===== src/rtl/vending_machine_param.sv =====
// Parameterised vending machine: coin accumulation, priced/stocked items and greedy coin return.
// Defining TIMEOUT_EN builds an inactivity counter that forces a return after WAIT_TIME idle cycles.
module vending_machine_param #(
    parameter int unsigned NUM_ITEMS  = 4,
    parameter int unsigned NUM_COINS  = 3,
    parameter int unsigned TOTAL_BITS = 16,
    parameter logic [NUM_COINS*TOTAL_BITS-1:0] COIN_VALUES = {16'd1000, 16'd500, 16'd100},
    parameter logic [NUM_ITEMS*TOTAL_BITS-1:0] ITEM_PRICES = {16'd2000, 16'd1000, 16'd500, 16'd400},
    parameter int unsigned STOCK_BITS = 4,
    parameter int unsigned INIT_STOCK = 15,
    parameter int unsigned WAIT_TIME  = 100
) (
    input  logic                  clk,
    input  logic                  reset,
    input  logic [NUM_COINS-1:0]  i_input_coin,
    input  logic [NUM_ITEMS-1:0]  i_select_item,
    input  logic                  i_trigger_return,
    input  logic                  i_restock,
    output logic [NUM_ITEMS-1:0]  o_available_item,
    output logic [NUM_ITEMS-1:0]  o_output_item,
    output logic [NUM_COINS-1:0]  o_return_coin,
    output logic [TOTAL_BITS-1:0] o_current_total,
    output logic                  o_coin_reject
);

    localparam int unsigned SUM_W = TOTAL_BITS + NUM_COINS;
    localparam logic [SUM_W-1:0] TOTAL_MAX = {{NUM_COINS{1'b0}}, {TOTAL_BITS{1'b1}}};

    typedef enum logic [1:0] {S_IDLE, S_ACTIVE, S_RETURN} state_t;

    state_t                state_q, state_d;
    logic [TOTAL_BITS-1:0] total_q, total_d;
    logic [STOCK_BITS-1:0] stock_q [NUM_ITEMS];
    logic [STOCK_BITS-1:0] stock_d [NUM_ITEMS];
    logic [NUM_ITEMS-1:0]  item_q, item_d;
    logic [NUM_COINS-1:0]  ret_q, ret_d;
    logic                  reject_q, reject_d;

    logic [NUM_ITEMS-1:0]  avail, sel_oh, buy_oh;
    logic [SUM_W-1:0]      coin_sum;
    logic                  coin_ok;
    logic [TOTAL_BITS-1:0] add_val, price_val, ret_val;
    logic [NUM_COINS-1:0]  ret_oh;
    logic                  timeout;

    function automatic logic [TOTAL_BITS-1:0] coin_value(input int idx);
        return COIN_VALUES[idx*TOTAL_BITS +: TOTAL_BITS];
    endfunction

    function automatic logic [TOTAL_BITS-1:0] item_price(input int idx);
        return ITEM_PRICES[idx*TOTAL_BITS +: TOTAL_BITS];
    endfunction

    always_comb begin
        avail = '0;
        for (int i = 0; i < int'(NUM_ITEMS); i++) begin
            avail[i] = (total_q >= item_price(i)) && (stock_q[i] != '0) && (state_q != S_RETURN);
        end
    end

    assign o_available_item = avail;

    // Per-cycle arithmetic: coin sum with overflow guard, lowest-index purchase, greedy change pick.
    always_comb begin
        coin_sum  = '0;
        price_val = '0;
        ret_oh    = '0;
        ret_val   = '0;
        for (int i = 0; i < int'(NUM_COINS); i++) begin
            if (i_input_coin[i]) begin
                coin_sum = coin_sum + SUM_W'(coin_value(i));
            end
        end
        coin_ok = (SUM_W'(total_q) + coin_sum) <= TOTAL_MAX;
        add_val = coin_ok ? coin_sum[TOTAL_BITS-1:0] : '0;

        sel_oh = i_select_item & (~i_select_item + NUM_ITEMS'(1));
        buy_oh = sel_oh & avail;
        for (int i = 0; i < int'(NUM_ITEMS); i++) begin
            if (buy_oh[i]) begin
                price_val = item_price(i);
            end
        end

        for (int i = 0; i < int'(NUM_COINS); i++) begin
            if (coin_value(i) <= total_q) begin
                ret_oh    = '0;
                ret_oh[i] = 1'b1;
                ret_val   = coin_value(i);
            end
        end
    end

    always_comb begin
        state_d  = state_q;
        total_d  = total_q;
        stock_d  = stock_q;
        item_d   = '0;
        ret_d    = '0;
        reject_d = 1'b0;
        case (state_q)
            S_IDLE, S_ACTIVE: begin
                reject_d = (i_input_coin != '0) && !coin_ok;
                item_d   = buy_oh;
                total_d  = total_q + add_val - price_val;
                for (int i = 0; i < int'(NUM_ITEMS); i++) begin
                    if (buy_oh[i]) begin
                        stock_d[i] = stock_q[i] - STOCK_BITS'(1);
                    end
                end
                if ((state_q == S_ACTIVE) && (i_trigger_return || timeout)) begin
                    state_d = S_RETURN;
                end else begin
                    state_d = (total_d != '0) ? S_ACTIVE : S_IDLE;
                end
            end
            S_RETURN: begin
                reject_d = (i_input_coin != '0);
                if (total_q == '0) begin
                    state_d = S_IDLE;
                end else begin
                    ret_d   = ret_oh;
                    // A residue smaller than every coin cannot be paid out and is dropped.
                    total_d = (ret_oh == '0) ? '0 : (total_q - ret_val);
                end
            end
            default: state_d = S_IDLE;
        endcase
        if (i_restock) begin
            for (int i = 0; i < int'(NUM_ITEMS); i++) begin
                stock_d[i] = STOCK_BITS'(INIT_STOCK);
            end
        end
    end

`ifdef TIMEOUT_EN
    localparam int unsigned CNT_W = $clog2(WAIT_TIME + 1);

    logic [CNT_W-1:0] cnt_q, cnt_d;
    logic             activity;

    assign activity = (i_input_coin != '0) || (i_select_item != '0);
    assign timeout  = (state_q == S_ACTIVE) && !activity && (cnt_q == CNT_W'(WAIT_TIME - 1));

    always_comb begin
        cnt_d = cnt_q;
        if (activity || (state_d != state_q)) begin
            cnt_d = '0;
        end else if (state_q == S_ACTIVE) begin
            cnt_d = cnt_q + CNT_W'(1);
        end
    end

    always_ff @(posedge clk) begin
        if (reset) begin
            cnt_q <= '0;
        end else begin
            cnt_q <= cnt_d;
        end
    end
`else
    assign timeout = 1'b0;
`endif

    always_ff @(posedge clk) begin
        if (reset) begin
            state_q  <= S_IDLE;
            total_q  <= '0;
            item_q   <= '0;
            ret_q    <= '0;
            reject_q <= 1'b0;
            for (int i = 0; i < int'(NUM_ITEMS); i++) begin
                stock_q[i] <= STOCK_BITS'(INIT_STOCK);
            end
        end else begin
            state_q  <= state_d;
            total_q  <= total_d;
            item_q   <= item_d;
            ret_q    <= ret_d;
            reject_q <= reject_d;
            stock_q  <= stock_d;
        end
    end

    assign o_output_item   = item_q;
    assign o_return_coin   = ret_q;
    assign o_current_total = total_q;
    assign o_coin_reject   = reject_q;

endmodule


===== config.mk =====
export PLATFORM = sky130hd
export DESIGN_NAME = vending_machine_param
export DESIGN_NICKNAME = d
export VERILOG_FILES = /design/src/rtl/vending_machine_param.sv
export SDC_FILE = /design/constraint.sdc
export NUM_CORES = 1
export LEC_CHECK = 0
export CORE_MARGIN = 1
export CORE_UTILIZATION = 26
export CTS_CLUSTER_DIAMETER = 40
export DETAILED_ROUTE_END_ITERATION = 10
export SETUP_SLACK_MARGIN = 0.15
export SLEW_MARGIN = 20
export SYNTH_ARGS = -nofsm -noshare
export SYNTH_HDL_FRONTEND = slang
export SYNTH_SLANG_ARGS = --single-unit

===== constraint.sdc =====
create_clock -name clk -period 5.2 [get_ports clk]
set_input_delay 0.78 -clock clk [delete_from_list [all_inputs] [get_ports clk]]
set_output_delay 0.78 -clock clk [all_outputs]
set_load 0.1 [all_outputs]

==> metrics.cfg <==
[timing]
period_minus_slack_ns=4.80
drv_slew=0
rsz0062_at_grt=no
relSlewSlack_pct=30.1
period_share_pct=92.4
setup_viol=0
final.setup.worst_slack_ns=0.397
clock_skew_ns=0.00424
hold_viol_final=0
worstMarginPinSlew_ns=1.05
fmax_mhz=208

[global_routing]
grt_pass1_vias=4038
grt_first_pass_wirelength_um=20200
grtUsageTotal_pct=16.0
grt_max_degree=22
antenna_found_initial=0
grt-ovfl-total=0

[finish]
final_util_pct=37.0
final_cells=782
final.fill_count=1440
syn2layout_area_growth_pct=38.1
drive_gt1_share_pct=24.4
nNetsFinal=665
n_antenna_cell=0

[critical_path]
ff2ff_setup_slack_ns=0.60
crit_type=input pin to register
crit_path_end_kind=register
required_ns=5.37
critical_path.startpoint=i_input_coin[1]
timing.rr.end=o_current_total[15]$_SDFFE_PP0P_
worst-path-max-fanout=4
arrival_ns=4.97
reg2regPathDepth=18
setup.worst_path.end=o_current_total[14]$_SDFFE_PP0P_
r2r-start=o_current_total[14]$_SDFFE_PP0P_
startpoint_type=input pin

[floorplanning]
initial_core_util_pct=26.8
row_count=44
ios=39
die_x_um=125
die_h_um=125
die_area_mm2=0.0156
core_area_mm2=0.0146

[placement]
post-dp-hpwl_um=9560
finalWeightedCongestion=0.915
io_buffers=36
dp_cells=767
pre_cts_slack_ns=-0.733

[clock_tree]
clk_path_buf_depth=2
cts_tree=yes
cts_root_buf=clkbuf_16
path_clk_slew_ns=0.06
cts_hold_buf=0
cts_sinks=40
cts_buffers=5
worst_skew_pair.late_latency_ns=0.28
h-tree-depth=2

[route]
vias=4027
antenna_left=0
drc=10
drt_first_pass_iters=8
avgViaCountPerCell=5.15
routed_wl_um=12200
drt_iter0_markers=290
wl_per_cell_um=15.7

[logic_synthesis]
synth.area.mux_share_pct=0.287
yosysUniqueCellTypes=67
ys_seq_elements=40
synth_compound_area_share_pct=22.3
synthCells=498
synth-xor-area-share_pct=4.69
synth_area_mm2=0.00392
synthArstFlopShare_pct=0
synth_edf_count=0
ys.flop_type=dfxtp_1
synth_top_family_by_area=simple AND/OR/NAND/NOR gates
synth_seq_area_share_pct=20.4
synth.avg_cell_area_um2=7.87
synthAdderAreaFrac_pct=20.5
yosysWarnings=0
yosys.area_share.simple_pct=25.9

[hold_path]
hp-class=register to register

[job]
max_cap_viol_count=0

[run_status]
outcome=complete, but fails checks
violations=DRC

-- worst min path at each step --
stage	startpoint	endpoint	slack, ns	cells past startpoint
CTS	stock_q[7]$_SDFFE_PP1P_	stock_q[7]$_SDFFE_PP1P_	0.51	2
global route	stock_q[7]$_SDFFE_PP1P_	stock_q[7]$_SDFFE_PP1P_	0.55	2
global placement	stock_q[15]$_SDFFE_PP1P_	stock_q[15]$_SDFFE_PP1P_	0.48	2
finish	stock_q[7]$_SDFFE_PP1P_	stock_q[7]$_SDFFE_PP1P_	0.51	2
floorplan	stock_q[15]$_SDFFE_PP1P_	stock_q[15]$_SDFFE_PP1P_	0.47	2
detailed placement	stock_q[7]$_SDFFE_PP1P_	stock_q[7]$_SDFFE_PP1P_	0.49	2
-- per-layer routing --
layer	up-vias	track usage [%]	share of wire (%)
li1	1972	-	-
met2	119	27.8	47
met1	1919	20.7	47
met5	-	0	0
met4	0	3.34	1.7
met3	17	2.84	4.9
-- layout by cell type (no fill, tap or decap), types with 9 or more instances in the layout --
cell type,n
dfxtp_1,31
xnor2_1,14
a21oi_1,31
nor2_1,51
nor2b_1,11
nand3_1,12
o21ai_0,24
fa_1,11
buf_4,70
dfxtp_2,9
inv_1,35
nor3_1,19
nand2_1,40
ha_1,35
o211ai_1,11
ha_4,9
clkdlybuf4s50_1,33
-- state kept, by name (all words and copies together), names as in the netlist --
register and cells:
o_output_item 4, state_q 2, stock_q 16, o_return_coin 3, o_coin_reject 1, o_current_total 14
-- repair_timing --
action | CTS | global route
pin swaps | 11 | 17
setup buffers | 4 | 3
resized for setup | 30 | 45
endpoints found under the setup margin | 11 | 10
-- synthesized netlist by cell type (2+ instances only) --
cell | instances | area share, %
nor2_1 | 52 | 5.0
ha_1 | 45 | 14
nand2_1 | 43 | 4.1
dfxtp_1 | 40 | 20
inv_1 | 38 | 3.6
a21oi_1 | 34 | 4.3
o21ai_0 | 29 | 3.7
nor3_1 | 20 | 2.6
xnor2_1 | 14 | 3.1
fa_1 | 12 | 6.1
nand3_1 | 12 | 1.5
nor2b_1 | 11 | 1.8
o211ai_1 | 11 | 2.1
clkbuf_1 | 8 | 0.77
o21a_1 | 8 | 1.5
a211oi_1 | 7 | 1.3
a221oi_1 | 7 | 1.6
nand2b_1 | 7 | 1.1
xor2_1 | 7 | 1.6
and3_1 | 6 | 0.96
buf_2 | 6 | 0.77
nand4_1 | 6 | 0.96
and2_1 | 5 | 0.80
nor3b_1 | 5 | 0.96
o311ai_0 | 4 | 0.89
a2111oi_0 | 3 | 0.67
a21boi_0 | 3 | 0.57
a21o_1 | 3 | 0.57
nand3b_1 | 3 | 0.57
nand4b_1 | 3 | 0.67
a31oi_1 | 2 | 0.32
buf_4 | 2 | 0.38
nor4_1 | 2 | 0.32
nor4_2 | 2 | 0.64
nor4b_1 | 2 | 0.45
o221ai_1 | 2 | 0.45
o31a_1 | 2 | 0.45
or2_2 | 2 | 0.32
or3_1 | 2 | 0.32
-- worst max-delay path, cell delays in order --
cell and delay [ns]:
buf_6 0.11, inv_4 0.06, buf_4 0.12, ha_1 0.17, nand2_1 0.07, xnor2_1 0.31
ha_1 0.32, a21oi_1 0.19, a21oi_2 0.09, nor2_2 0.17, buf_4 0.14, nand2_2 0.05
fa_1 0.49, inv_2 0.06, ha_4 0.26, ha_4 0.15, o211ai_1 0.23, a21oi_2 0.12
nor4b_2 0.28, buf_4 0.17, nor3_1 0.04, nand4b_1 0.25, a221oi_2 0.33
-- cell type report --
type                            count  area [um2]  area share (%)
Clock buffer                        6         129            2.38
Clock inverter                      2        35.0           0.647
Inverter                           40         156            2.89
Multi-Input combinational cell    403        3150            58.3
Sequential cell                    40         812            15.0
Tap cell                          184         230            4.25
Timing Repair Buffer              107         895            16.5
-- cell families (layout without fill, tap and decap cells) --
family,Yosys count,count (layout)
AO/OA/AOI/OAI,129,129
XOR/XNOR,21,21
buffers and inverters,56,155
other,1,2
AND/OR/NAND/NOR,193,193
multiplexers,1,1
flip-flops,40,40
adder cells (fa/ha/maj),57,57
-- through the flow --
stage	hold slack, ns	instance area [um2]	TNS, ns
floorplan	0.466	3940	0
global placement	0.483	4930	-4.58
detailed placement	0.488	4930	-5.30
CTS	0.506	5210	0
global route	0.554	5410	0
finish	0.507	5410	0
Power is not shown: default switching activity piles up to over one toggle a cycle in this logic, so the estimate is an artifact.
